===== config.mk =====
export PLATFORM = sky130hd
export DESIGN_NAME = axi_lite_reg_target
export DESIGN_NICKNAME = d
export VERILOG_FILES = /design/src/rtl/axi_lite_reg_target.sv
export SDC_FILE = /design/constraint.sdc
export NUM_CORES = 1
export LEC_CHECK = 0
export ABC_AREA = 1
export ABC_CLOCK_PERIOD_IN_PS = 1800
export CAP_MARGIN = 10
export CORE_MARGIN = 5
export CORE_UTILIZATION = 46
export DETAILED_ROUTE_END_ITERATION = 6
export GPL_TIMING_DRIVEN = 0
export PLACE_DENSITY = 0.72
export SLEW_MARGIN = 15
export SYNTH_ARGS = -nofsm -noshare
export SYNTH_HDL_FRONTEND = slang
export SYNTH_SLANG_ARGS = --single-unit
export TNS_END_PERCENT = 1

===== constraint.sdc =====
create_clock -name clock -period 1.8 [get_ports clock]
set_clock_uncertainty 0.2 [all_clocks]
set_input_delay 0.36 -clock clock [delete_from_list [all_inputs] [get_ports clock]]
set_output_delay 0.36 -clock clock [all_outputs]
set_load 0.005 [all_outputs]

===== src/rtl/axi_lite_reg_target.sv =====
// AXI4-Lite register target: ID, LED, SCRATCH and a free-running CYCLES counter.
// Independent read and write channels, one outstanding transaction on each.
module axi_lite_reg_target #(
  parameter logic [31:0] ID_VALUE  = 32'h47424F59,
  parameter int          LED_WIDTH = 4
) (
  input  logic                 clock,
  input  logic                 reset,

  input  logic                 io_axiTarget_arvalid,
  output logic                 io_axiTarget_arready,
  input  logic [31:0]          io_axiTarget_araddr,

  output logic                 io_axiTarget_rvalid,
  input  logic                 io_axiTarget_rready,
  output logic [31:0]          io_axiTarget_rdata,
  output logic [1:0]           io_axiTarget_rresp,

  input  logic                 io_axiTarget_awvalid,
  output logic                 io_axiTarget_awready,
  input  logic [31:0]          io_axiTarget_awaddr,

  input  logic                 io_axiTarget_wvalid,
  output logic                 io_axiTarget_wready,
  input  logic [31:0]          io_axiTarget_wdata,

  output logic                 io_axiTarget_bvalid,
  input  logic                 io_axiTarget_bready,
  output logic [1:0]           io_axiTarget_bresp,

  output logic [LED_WIDTH-1:0] io_leds
);

  localparam logic [1:0] RESP_OKAY   = 2'b00;
  localparam logic [1:0] RESP_SLVERR = 2'b10;

  localparam logic [9:0] IDX_ID      = 10'd0;
  localparam logic [9:0] IDX_LED     = 10'd1;
  localparam logic [9:0] IDX_SCRATCH = 10'd2;
  localparam logic [9:0] IDX_CYCLES  = 10'd3;

  typedef enum logic {
    RD_IDLE,
    RD_RESP
  } rd_state_t;

  rd_state_t            rd_state;

  logic [LED_WIDTH-1:0] led;
  logic [31:0]          scratch;
  logic [31:0]          cycles;

  logic                 aw_held;
  logic                 w_held;
  logic [9:0]           aw_idx;
  logic [31:0]          w_data;

  logic [31:0]          led_ext;
  logic [31:0]          rd_word;
  logic                 rd_err;

  // Only the word index addr[11:2] selects a register.
  logic unused_addr_bits;
  assign unused_addr_bits = ^{io_axiTarget_araddr[31:12], io_axiTarget_araddr[1:0],
                              io_axiTarget_awaddr[31:12], io_axiTarget_awaddr[1:0]};

  assign io_leds = led;

  // NOTE: every always_comb output gets a default first so no path can infer a latch.
  always_comb begin
    led_ext                 = '0;
    led_ext[LED_WIDTH-1:0]  = led;
  end

  always_comb begin
    rd_word = '0;
    rd_err  = 1'b0;
    case (io_axiTarget_araddr[11:2])
      IDX_ID:      rd_word = ID_VALUE;
      IDX_LED:     rd_word = led_ext;
      IDX_SCRATCH: rd_word = scratch;
      IDX_CYCLES:  rd_word = cycles;
      default:     rd_err  = 1'b1;
    endcase
  end

  // NOTE: sequential state uses non-blocking assignments so every flop samples pre-edge values.
  always_ff @(posedge clock) begin
    if (reset) begin
      rd_state             <= RD_IDLE;
      io_axiTarget_arready <= 1'b0;
      io_axiTarget_rvalid  <= 1'b0;
      io_axiTarget_rdata   <= '0;
      io_axiTarget_rresp   <= RESP_OKAY;
    end else begin
      case (rd_state)
        RD_IDLE: begin
          io_axiTarget_arready <= 1'b1;
          if (io_axiTarget_arready && io_axiTarget_arvalid) begin
            io_axiTarget_arready <= 1'b0;
            io_axiTarget_rvalid  <= 1'b1;
            io_axiTarget_rdata   <= rd_word;
            io_axiTarget_rresp   <= rd_err ? RESP_SLVERR : RESP_OKAY;
            rd_state             <= RD_RESP;
          end
        end
        RD_RESP: begin
          if (io_axiTarget_rready) begin
            io_axiTarget_rvalid  <= 1'b0;
            io_axiTarget_arready <= 1'b1;
            rd_state             <= RD_IDLE;
          end
        end
        default: rd_state <= RD_IDLE;
      endcase
    end
  end

  // Write path: AW and W are held independently; the commit edge also raises bvalid.
  always_ff @(posedge clock) begin
    if (reset) begin
      io_axiTarget_awready <= 1'b0;
      io_axiTarget_wready  <= 1'b0;
      io_axiTarget_bvalid  <= 1'b0;
      io_axiTarget_bresp   <= RESP_OKAY;
      aw_held              <= 1'b0;
      w_held               <= 1'b0;
      aw_idx               <= '0;
      w_data               <= '0;
      led                  <= '0;
      scratch              <= '0;
      cycles               <= '0;
    end else begin
      cycles <= cycles + 32'd1;
      if (io_axiTarget_bvalid) begin
        if (io_axiTarget_bready) begin
          io_axiTarget_bvalid  <= 1'b0;
          io_axiTarget_awready <= 1'b1;
          io_axiTarget_wready  <= 1'b1;
        end
      end else if (aw_held && w_held) begin
        aw_held             <= 1'b0;
        w_held              <= 1'b0;
        io_axiTarget_bvalid <= 1'b1;
        io_axiTarget_bresp  <= RESP_OKAY;
        case (aw_idx)
          IDX_LED:     led     <= w_data[LED_WIDTH-1:0];
          IDX_SCRATCH: scratch <= w_data;
          IDX_CYCLES:  cycles  <= '0;
          default:     io_axiTarget_bresp <= RESP_SLVERR;
        endcase
      end else begin
        if (io_axiTarget_awready && io_axiTarget_awvalid) begin
          aw_held              <= 1'b1;
          aw_idx               <= io_axiTarget_awaddr[11:2];
          io_axiTarget_awready <= 1'b0;
        end else begin
          io_axiTarget_awready <= !aw_held;
        end
        if (io_axiTarget_wready && io_axiTarget_wvalid) begin
          w_held              <= 1'b1;
          w_data              <= io_axiTarget_wdata;
          io_axiTarget_wready <= 1'b0;
        end else begin
          io_axiTarget_wready <= !w_held;
        end
      end
    end
  end

endmodule


Word-level counts from Yosys, hierarchy flattened --
Cells that the tools add are included.
Cells by class: add/sub/neg operators 1, eq/ne operators 10, multiplexer cells 29, bitwise gates (word level) 3, reductions and logical operators 21
Operator list (number):
- 32-bit case mux with 4 select lines | 1
- 32-bit 2-to-1 mux | 3
- 10-bit by 2-bit equality test with 1-bit output (second input constant) | 4
- 32-bit by 1-bit adder with 32-bit output (second input constant) | 1
- 10-bit by 1-bit equality test with 1-bit output (second input constant) | 2
- 1-bit 2-to-1 mux | 20
- 2-bit AND reduction | 6
- 3-bit AND reduction | 4
- 10-bit zero test | 1
- 2-bit inequality test (second input constant) | 3
- 1-bit case mux with 2 select lines | 3
- 1-bit logical AND | 4
- 2-bit 2-to-1 mux | 2
- 2-bit nonzero test | 2
- 4-bit OR reduction | 1
- 1-bit NOT | 3
- 3-bit OR reduction | 1
- 1-bit zero test | 2
- 2-bit by 1-bit inequality test with 1-bit output (second input constant) | 1
Word-level totals: register bits 154, bits of input ports 103, word-level logic and storage cells 80

Longest topological paths before layout --
depth in word-level cells 4, gate-level depth with buffers 10, depth with buffers taken out 10

Worst setup path after synthesis --
Ideal clock, no wire load.
kind register -> register, from register cycles[0], to register cycles[22], arrival time 1.282 ns, setup slack 0.199 ns, stages on the path, launching flop included 11, clock period less this slack 1.601 ns, cell sequence dfxtp_1 -> ha_1 -> nand3_1 -> inv_2 -> nand2_4 -> inv_2 -> nand2_2 -> nor2_2 -> nand2_1 -> nand2_1 -> a21oi_1
On the way: longest elaborated chain between the ends 4
Ends and longest elaborated chain:
- start, declared | line 51 | logic [31:0] cycles;
- start signal, assigned | line 134 | cycles <= cycles + 32'd1;
- 32-bit by 1-bit adder with 32-bit output * | line 134
- 32-bit 2-to-1 mux | line 146 | case (aw_idx)
- 32-bit 2-to-1 mux | line 141 | end else if (aw_held && w_held) begin
- 32-bit 2-to-1 mux * | line 135 | if (io_axiTarget_bvalid) begin
Every way passes the cells marked *; elsewhere a longest branch is shown, timed or not. A chain may end at the register's enable or synchronous reset.

Worst setup path after layout --
from input io_axiTarget_araddr[7], to register io_axiTarget_rdata[27]
On the way: longest elaborated chain between the ends 2
Ends and longest elaborated chain:
- start, declared | line 12 | input logic [31:0] io_axiTarget_araddr,
- 10-bit by 2-bit equality test with 1-bit output (tied with other cells) | line 78 | case (io_axiTarget_araddr[11:2])
- 32-bit case mux with 4 select lines * | line 78
- end signal, assigned | line 102 | io_axiTarget_rdata <= rd_word;
- end, declared | line 16 | output logic [31:0] io_axiTarget_rdata,
Marked as above.

==> out/metrics.yaml <==
clkSlewWorstSetupHoldPaths_ns: 0.06
p_sw_share_pct: 22.8
vias_per_cell: 5.07
worstHoldStart: "reset"
wl_mm: 17.6
synthCells: 900
min_path_type: "input port to flip-flop"
finalSetupViolCount: 0
p_per_area_nw_per_um2: 898
fmax_mhz: 566
p_int_uw: 5930
postPlaceCellArea_um2: 7780
core_area_um2: 13900
dieArea_um2: 16700
dpl.hpwl_mm: 13.2
grt_usage_pct: 21.5
antenna_found_initial: 0
grt_pass1_wl_mm: 28.4
final-hold-violation-count: 0
cpPeakStageDelay_ns: 0.42
wl_met1_mm: 8.15
grt_pass1_vias: 5836
cts.sinks: 152
clockBufferDepth: 2
crit_slowest_cell: "clkdlybuf4s50_1"
grt_max_degree: 17
layout-drive-gt1-share_pct: 12.6
ys_seq_area_share_pct: 46.4
first_iter_violations: 430
rrSetupSlack_ns: 0.05
criticalPathCategory: "input port to flip-flop"
ant_nets: 0
crit_arrival_ns: 1.92
syn2layout_area_growth_pct: 30.5
placedCellCount: 1181
power.switching_uw: 1750
initial_core_util_pct: 47.0
stdcell_count: 1218
crit_chain: "clkdlybuf4s50_1 > nor2_2 > nand2_2 > nor2_4 > buf_6 > buf_6 > nand3_1 > o21ai_0 > nand2_1 > a21oi_1"
syn_area_per_cell_um2: 7.28
cts_buffers: 17
insertion_delay_ns: 0.42
fp.dieH_um: 129
gr-total-overflow: 0
worst_path_most_repeated_cell: "buf_6"
power.clock.fraction_pct: 46.6
worstHoldEndpoint: "io_leds[1]$_SDFFE_PP0P_"
finish.instance_area_um2: 8550
max_slew_margin_pct: 54.0
worstSetupEndpointType: "flip-flop"
comb_power_share_pct: 7.2
port_buffers: 100
nNetsFinal: 1130
ir_worst_vdd_mv: 0.638
dr.pass1.iters: 5
ys_seq_elements: 152
diodes: 0
yosysUniqueCellTypes: 39
syn_area_um2: 6550
critPathTopFamily: "buffers and inverters"
cp_max_fo: 10
wl_met3_mm: 1.13
place_congestion: 0.948
holdBufCountCts: 0
placementRows: 43
synth_warnings: 0
power.total_uw: 7680
post-route-period-util_pct: 98.2
cp.required_ns: 1.95
io_pins: 148
min_period_ns: 1.77
drc: 0
startpoint: "io_axiTarget_araddr[7]"
finalSetupTns_ns: 0
drv_cap: 0
cp-start-kind: "input port"
outcome: "finished clean"
cp_num_buf_inv: 3
fin_ws_ns: 0.0332
routed.top_layer: "met4"
r2r_end: "cycles[27]$_SDFF_PP0_"
r2r-start: "cycles[4]$_SDFF_PP0_"
rsz0062_at_grt: "true"
wire_per_inst_um: 14.5
cts_tree: "done"
seq_power_share_pct: 46.2
route.vias.total: 6170
max_slew.worst_pin.slew_ns: 0.690
slew_violations: 0
root_buffer: "clkbuf_16"
route.met2.wl_mm: 8.07
fp.dieW_um: 129
holdPathStages: 2
htreeDepth: 4
p_leak_uw: 0.00327
r2r_cells: 7
place_ws_ns: -0.648
-- through the flow --
step	utilization, %	hold WS, ns
6_report	61.4	0.0911
2_1_floorplan	-	0.223
4_1_cts	60.1	0.0821
5_1_grt	61.4	0.0940
3_3_place_gp	55.9	0.233
3_5_place_dp	55.9	0.239
-- worst max-delay path by stage --
stage	to	slack, ns	cells past startpoint
2_1_floorplan	cycles[22]$_SDFF_PP0_	0.20	10
3_3_place_gp	io_axiTarget_rdata[28]$_SDFFE_PP0P_	-0.65	8
3_5_place_dp	io_axiTarget_rdata[28]$_SDFFE_PP0P_	-0.65	8
4_1_cts	io_leds[0]	-0.06	1
5_1_grt	cycles[22]$_SDFF_PP0_	-0.06	9
6_report	io_axiTarget_rdata[27]$_SDFFE_PP0P_	0.03	10
-- timing repair --
| action | 4_1_cts | 5_1_grt |
|---|---|---|
| pin swaps | 0 | 3 |
| endpoints found under the setup margin | 104 | 120 |
| setup buffers | 1 | 5 |
| resized for setup | 67 | 69 |
| endpoints found under the hold margin | 0 | 0 |
-- logic make-up (layout without fill, tap and decap cells) --
logic type	Yosys count	count (layout)	share of synthesized area, %
and+or+nand+nor	399	399	26.8
adders and majority gates	1	1	0.191
AOI/OAI and AO/OA	207	207	16.4
buffers and inverters	130	267	8.76
xor gates and xnor gates	10	10	1.34
other	1	2	0.0572
DFF	152	152	46.4
-- synthesized netlist by cell type --
cell type,instances,area [um2]
nand4_1,4,25.0
nor2_4,2,22.5
buf_2,9,45.0
nand3b_1,1,7.51
xnor2_1,2,17.5
nand3_2,4,40.0
o21ai_0,99,495
o211ai_1,12,90.1
nor2_1,145,544
nand2_2,2,12.5
nor3_2,3,30.0
clkbuf_1,23,86.3
nor3_1,11,55.1
buf_4,6,45.0
or2_4,1,8.76
inv_2,2,7.51
nand2_4,1,11.3
and3_1,1,6.26
a311oi_1,1,8.76
conb_1,1,3.75
clkinv_1,2,7.51
a21oi_1,85,425
nor3b_2,4,50.1
xor2_1,8,70.1
nand2_1,153,574
buf_1,3,11.3
a211oi_1,1,7.51
nor4_1,1,6.26
inv_1,78,293
nand3_4,1,17.5
nor3_4,1,16.3
nand3_1,57,285
ha_1,1,12.5
nor2_2,6,37.5
nor3b_1,1,7.51
buf_6,7,78.8
o21ai_1,7,35.0
a31oi_1,2,12.5
dfxtp_1,152,3040
-- power by group through the flow --
| stage | logic, uW | clock network (uW) | registers [uW] |
|---|---|---|---|
| floorplan | 290 | 0 | 3590 |
| global placement | 526 | 0 | 3610 |
| detailed placement | 531 | 0 | 3610 |
| CTS | 533 | 3630 | 3540 |
| global route | 621 | 3770 | 3560 |
| finish | 552 | 3580 | 3540 |
-- registers in the layout (all words and copies together), names as in the netlist --
name / count
io_axiTarget_wready: 1
aw_held: 1
io_axiTarget_awready: 1
io_axiTarget_bresp: 1
aw_idx: 10
io_axiTarget_rvalid: 1
io_axiTarget_bvalid: 1
cycles: 32
w_data: 32
io_leds: 4
io_axiTarget_rresp: 1
scratch: 32
rd_state: 1
io_axiTarget_rdata: 32
io_axiTarget_arready: 1
w_held: 1
-- cells in the final DEF (no fill, tap or decap), types with 4 or more instances in the layout --
cell,n
nand2_1,151
dfxtp_1,142
nor2_1,138
a21oi_1,80
o21ai_0,78
inv_1,76
clkdlybuf4s50_1,57
nand3_1,52
dlygate4sd2_1,42
o21ai_1,23
clkbuf_1,21
clkbuf_16,17
buf_4,15
o211ai_1,12
buf_6,10
nor2_2,10
nor3_1,10
dfxtp_2,10
nand3_2,9
xor2_1,8
nor2_4,5
a21oi_2,5
o21ai_2,5
inv_2,4
buf_2,4
nand2_2,4
nor3_2,4
nand4_1,4
clkbuf_2,4
-- layer usage --
layer / vias up / track usage, %
met4: 0 / 6.24
met2: 186 / 34.3
met1: 2769 / 29.1
li1: 3188 / -
met5: - / 0
met3: 27 / 5.32
-- final cells by class --
cell class,count,area [um2]
plain buffers,48,314
clock buffers,20,447
clock inverters,11,146
fillers,1302,5380
inverters,82,314
multi-input cells,619,3050
flip-flops and latches,152,3060
well taps,180,225
repair buffers,106,996
(Power assumes the default switching activity.)
